--- src/rtl/bnn_digit_classifier.sv ---
// Binary XNOR-popcount single-layer digit classifier with serial argmax.
// Captures one 196-bit image per image_ready rising edge and reports the winning class as BCD.
module bnn_digit_classifier #(
   parameter int unsigned N_PIX   = 196,
   parameter int unsigned N_CLASS = 10,
   parameter int unsigned CHUNK   = 28,
   parameter int unsigned SCORE_W = 8,
   parameter logic [N_CLASS*N_PIX-1:0] WEIGHTS = '0
) (
   input  logic               clk,
   input  logic               rst_n,
   input  logic [N_PIX-1:0]   image_data,
   input  logic               image_ready,
   output logic               busy,
   output logic               result_valid,
   output logic [3:0]         digit_bcd,
   output logic [SCORE_W-1:0] best_score
);

   localparam int unsigned N_CHK = N_PIX / CHUNK;
   localparam int unsigned CHK_W = (N_CHK > 1) ? $clog2(N_CHK) : 1;
   localparam int unsigned POP_W = $clog2(CHUNK + 1);
   localparam int unsigned CLS_W = 4;

   typedef enum logic [1:0] {IDLE, ACCUM, CMP, DONE} state_t;

   state_t state_q, state_d;

   logic [N_PIX-1:0]   img_q, img_d;
   logic               rdy_q;
   logic [CLS_W-1:0]   cls_q, cls_d, idx_q, idx_d;
   logic [CHK_W-1:0]   chk_q, chk_d;
   logic [SCORE_W-1:0] acc_q, acc_d, best_q, best_d;
   logic               busy_d, valid_d;
   logic [3:0]         digit_d;
   logic [SCORE_W-1:0] score_d;

   logic [N_PIX-1:0]   w_sel, match;
   logic [CHUNK-1:0]   chunk;
   logic [POP_W-1:0]   pop;
   logic               win;

   // Weight row of the current class, agreement mask, and the active chunk's popcount
   always_comb begin
      w_sel = '0;
      for (int k = 0; k < N_CLASS; k++)
         if (cls_q == CLS_W'(k)) w_sel = WEIGHTS[k*N_PIX +: N_PIX];
   end

   assign match = ~(img_q ^ w_sel);

   always_comb begin
      chunk = '0;
      for (int c = 0; c < N_CHK; c++)
         if (chk_q == CHK_W'(c)) chunk = match[c*CHUNK +: CHUNK];
   end

   always_comb begin
      pop = '0;
      for (int i = 0; i < CHUNK; i++) pop = pop + POP_W'(chunk[i]);
   end

   // Strict compare so ties keep the lower class index
   assign win = (cls_q == '0) || (acc_q > best_q);

   always_ff @(posedge clk or negedge rst_n) begin
      if (!rst_n) state_q <= IDLE;
      else        state_q <= state_d;
   end

   always_comb begin
      state_d = state_q;
      img_d   = img_q;
      cls_d   = cls_q;
      chk_d   = chk_q;
      acc_d   = acc_q;
      best_d  = best_q;
      idx_d   = idx_q;
      busy_d  = busy;
      valid_d = 1'b0;
      digit_d = digit_bcd;
      score_d = best_score;
      case (state_q)
         IDLE: begin
            if (image_ready && !rdy_q) begin
               img_d   = image_data;
               busy_d  = 1'b1;
               cls_d   = '0;
               chk_d   = '0;
               acc_d   = '0;
               state_d = ACCUM;
            end
         end
         ACCUM: begin
            acc_d = acc_q + SCORE_W'(pop);
            if (chk_q == CHK_W'(N_CHK - 1)) state_d = CMP;
            else                            chk_d   = chk_q + CHK_W'(1);
         end
         CMP: begin
            if (win) begin
               best_d = acc_q;
               idx_d  = cls_q;
            end
            if (cls_q == CLS_W'(N_CLASS - 1)) begin
               // Result is published as the FSM enters DONE so it is visible for that cycle
               digit_d = win ? cls_q : idx_q;
               score_d = win ? acc_q : best_q;
               valid_d = 1'b1;
               busy_d  = 1'b0;
               state_d = DONE;
            end else begin
               cls_d   = cls_q + CLS_W'(1);
               chk_d   = '0;
               acc_d   = '0;
               state_d = ACCUM;
            end
         end
         DONE:    state_d = IDLE;
         default: state_d = IDLE;
      endcase
   end

   always_ff @(posedge clk or negedge rst_n) begin
      if (!rst_n) begin
         img_q        <= '0;
         rdy_q        <= 1'b0;
         cls_q        <= '0;
         chk_q        <= '0;
         acc_q        <= '0;
         best_q       <= '0;
         idx_q        <= '0;
         busy         <= 1'b0;
         result_valid <= 1'b0;
         digit_bcd    <= '0;
         best_score   <= '0;
      end else begin
         img_q        <= img_d;
         rdy_q        <= image_ready;
         cls_q        <= cls_d;
         chk_q        <= chk_d;
         acc_q        <= acc_d;
         best_q       <= best_d;
         idx_q        <= idx_d;
         busy         <= busy_d;
         result_valid <= valid_d;
         digit_bcd    <= digit_d;
         best_score   <= score_d;
      end
   end

endmodule

--- config.mk ---
export PLATFORM = sky130hd
export DESIGN_NAME = bnn_digit_classifier
export DESIGN_NICKNAME = d
export VERILOG_FILES = /design/src/rtl/bnn_digit_classifier.sv
export SDC_FILE = /design/constraint.sdc
export NUM_CORES = 1
export LEC_CHECK = 0
export CORE_UTILIZATION = 45
export CTS_CLUSTER_DIAMETER = 30
export DETAILED_ROUTE_END_ITERATION = 8
export GPL_TIMING_DRIVEN = 1
export PLACE_DENSITY = 0.68
export SETUP_SLACK_MARGIN = 0.5
export SLEW_MARGIN = 20
export SYNTH_ARGS = -nofsm -noshare
export SYNTH_HDL_FRONTEND = slang
export SYNTH_SLANG_ARGS = --single-unit
--- constraint.sdc ---
create_clock -name clk -period 8 [get_ports clk]
set_input_delay 0.8 -clock clk [delete_from_list [all_inputs] [get_ports clk]]
set_output_delay 0.8 -clock clk [all_outputs]
set_load 0.02 [all_outputs]
==> metrics, run 1 <==
Post-Route WL 33100 microns; R2R Setup Slk 0.72 ns; Tmin final 7.28 ns; Die Height 166 microns; cts hold-fix bufs 0; Detailed Route Iter0 Violations 782; Mapped Nets 1271; failing checks design-rule violations; crit path kind register to register; First-pass DRT Iterations 8; CORE AREA 26100 sq um; number of global-route vias before repair 9390; vias per cell 5.55; Post-Syn Instances 1018; share of flip-flops with an asynchronous set or reset 100%; Nets 1494; Cell variety after synth 56; hpwl dp 23600 microns; CTS tree yes; Lkg Pwr 0.00717 uW; crit path max fanout 25; fmax 0.137 GHz; clk_skew 0.0223 ns; Worst EP required 8.42 ns; Die Wd 166 microns; synth warn 0; TNS Setup 0 ns; status finished, violations left; crit start category register; ys flop type dfrtp_1; critical path endpoint category register; GPL Wtd Cong 0.924; htree depth 2; Post-DRT Antenna Nets 0; Final Setup Violations 0; Max-slew headroom 18.6%; total CTS buffers 52; Overall Global Routing Usage 24.4%; Core Rows 59; final instance area 16500 sq um; I/O Pins 213; #FFs+latches synth 240; area delta synth->final 37.0%; Avg Cell Area, Syn 11.8 sq um; Final Max Slew Viols 0; # clock sinks 240; initial cell density of the core 46.1%; Worst-Skew Late Latency 0.55 ns; Arr. time, crit path 7.70 ns; sequential fraction of the synthesis area 49.8%; antenna violations before repair 2; Slew @ Worst Pin 1.22 ns; vias 8991; Final Hold Fails 0; first-pass GRT wire length 52100 microns; Post-synth EDFFs 0; die area 27400 sq um; power per cell area 316 nW/um^2; share of cells above drive strength 1 26.8%; largest net degree at the start of global routing 204; DR WL/cell 20.4 microns; Final Cycle Share 91.0%; max-cap violations 0; RSZ-0062 raised after global routing false; GRT overflow 0; # DRC 8; clock tree buffer depth 3; placed cell area 14400 sq um; Mapped Area 12100 sq um; Worst-path clk slew 0.05 ns; Worst VDD drop 0.387 mV; Hold Crit Class input pin to async pin; I/O Buffers 212; Clk Tree Root Cell clkbuf_16
[through the flow]
step / total power, uW / util (%) / hold slack [ns] / setup WS (ns) / std cells
floorplan: 2500 / - / 0.472 / 1.05 / 1018
global placement: 2880 / 55.3 / 0.459 / 0.626 / 1511
detailed placement: 2920 / 55.3 / 0.469 / 0.442 / 1511
CTS: 5260 / 62.6 / 0.321 / 0.540 / 1609
global route: 5530 / 63.2 / 0.352 / 0.508 / 1621
finish: 5220 / 63.2 / 0.291 / 0.718 / 1621
[worst paths after layout]
check	startpoint	to	cells after the start
hold reg to reg	busy	busy	1
setup / recovery	chk_q[1]	acc_q[6]	23
hold / removal	rst_n	img_q[35]	1
setup reg to reg	chk_q[1]	acc_q[6]	23
max in group asynchronous	rst_n	img_q[164]	2
min in group clk	busy	busy	1
[power by group]
group	internal, uW	leakage [uW]	switching [uW]
Clock	1610	0.000937	697
Combinational	726	0.00316	771
Sequential	1340	0.00307	78.3
Total	3670	0.00717	1550
[sequential cells by signal, indices dropped and copies added, names as in the netlist]
| signal | cells |
|---|---|
| digit_bcd | 4 |
| best_score | 8 |
| result_valid | 1 |
| idx_q | 4 |
| chk_q | 3 |
| cls_q | 4 |
| state_q | 2 |
| busy | 1 |
| best_q | 8 |
| acc_q | 8 |
| rdy_q | 1 |
| img_q | 196 |
[cell usage after synthesis, types with 2 or more instances]
cell type,count,area share (%)
dfrtp_1,240,50
mux2_2,200,19
nand2_1,93,2.9
o21ai_0,52,2.2
inv_1,46,1.4
nor2_1,36,1.1
buf_2,34,1.4
ha_1,32,3.3
clkbuf_1,29,0.90
nor3b_1,25,1.6
fa_1,22,3.7
o21a_1,18,1.1
a222oi_1,16,1.3
o311ai_0,16,1.2
a21oi_1,13,0.54
nor3_1,13,0.54
nor2b_1,12,0.62
o31ai_1,11,0.69
a31oi_1,10,0.52
a221o_1,8,0.66
a221oi_1,8,0.58
o22ai_1,8,0.42
or4_1,8,0.50
nand3_1,5,0.21
a22oi_1,4,0.25
buf_1,4,0.12
nand2b_1,4,0.21
a211oi_1,3,0.19
a21o_1,3,0.19
o211ai_1,3,0.19
o221ai_1,3,0.22
or4b_1,3,0.25
xnor2_1,3,0.22
xor2_1,3,0.22
a2111oi_0,2,0.15
a21oi_2,2,0.15
a22o_1,2,0.15
inv_2,2,0.062
nand4_1,2,0.10
o221a_2,2,0.19
or2_2,2,0.10
or3_1,2,0.10
[layer usage]
metal | track usage [%] | share of wire [%]
met2 | 41.6 | 50
met3 | 4.66 | 5.8
met5 | 1.04 | 0.039
met4 | 9.39 | 3.4
met1 | 30.6 | 41
[kinds of logic (layout without fill, tap and decap cells)]
family                     Yosys count  count (layout)  synth area share (%)
buffers and inverters              117             384                  4.09
xor gates and xnor gates             6               6                 0.436
and+or+nand+nor                    212             212                  8.71
DFF                                240             240                  49.8
muxes                              200             200                  18.7
other                                0               1                     0
AOI/OAI and AO/OA                  189             189                  11.3
adders and majority gates           54              54                  6.98
[layout make-up]
cell class / count / area (sq um)
Fill cell: 2076 / 9620
Clock inverter: 32 / 472
Inverter: 48 / 188
Tap cell: 335 / 419
Clock buffer: 66 / 1450
Sequential cell: 240 / 6010
Timing Repair inverter: 2 / 10.0
Timing Repair Buffer: 236 / 2340
Antenna cell: 1 / 2.50
Multi-Input combinational cell: 661 / 5610
[what timing repair did]
item                       in CTS  in global routing
gates resized for setup         1                 15
buffers inserted                0                  8
setup endpoints to repair       1                  1
pin swaps                       0                  6
cloned                          0                  3
[critical path, cell delays in order, from the launching register on]
cell      delay [ns]
dfrtp_1         0.43
inv_1           0.15
ha_2            0.30
buf_6           0.26
buf_4           0.26
nand2_1         0.07
o21ai_0         0.36
a222oi_1        0.17
fa_1            0.51
fa_1            0.52
fa_1            0.52
fa_1            0.54
inv_1           0.06
fa_1            0.50
fa_1            0.55
inv_1           0.06
fa_1            0.46
inv_1           0.10
fa_1            0.22
nor2b_1         0.06
o21ai_0         0.20
a21oi_1         0.13
or4_1           0.47
a32o_1          0.25
[cells in the final DEF (no fill, tap or decap), types with 4 or more instances in the layout]
cell and instances:
o21ai_0 50, clkinvlp_4 7, nor3_1 12, a221o_1 8
a31oi_1 10, o21a_1 18, clkbuf_16 52, nor3b_1 24
a21oi_1 13, nand2_1 93, nand3_1 5, o311ai_0 15
bufinv_16 10, fa_1 22, o22ai_1 8, ha_1 28
nor2_1 35, a221oi_1 8, clkbuf_8 10, clkdlybuf4s50_1 211
mux2_2 200, clkbuf_1 4, clkinv_4 4, inv_1 44
or4_1 8, dfrtp_1 239, clkinv_2 9, o31ai_1 11
a222oi_1 16, nor2b_1 12, a22oi_1 4, buf_6 4
buf_4 17
No activity file was read; power rests on OpenSTA's default activity.
==> run 2, diff against run 1 <==
--- a/config.mk
+++ b/config.mk
@@ -5,6 +5,7 @@
 export SDC_FILE = /design/constraint.sdc
 export NUM_CORES = 1
 export LEC_CHECK = 0
+export CAP_MARGIN = 20
 export CORE_UTILIZATION = 45
 export CTS_CLUSTER_DIAMETER = 30
 export DETAILED_ROUTE_END_ITERATION = 8
==> results of run 2 <==
Final layout, timing and power as in run 1 (identical DEF).
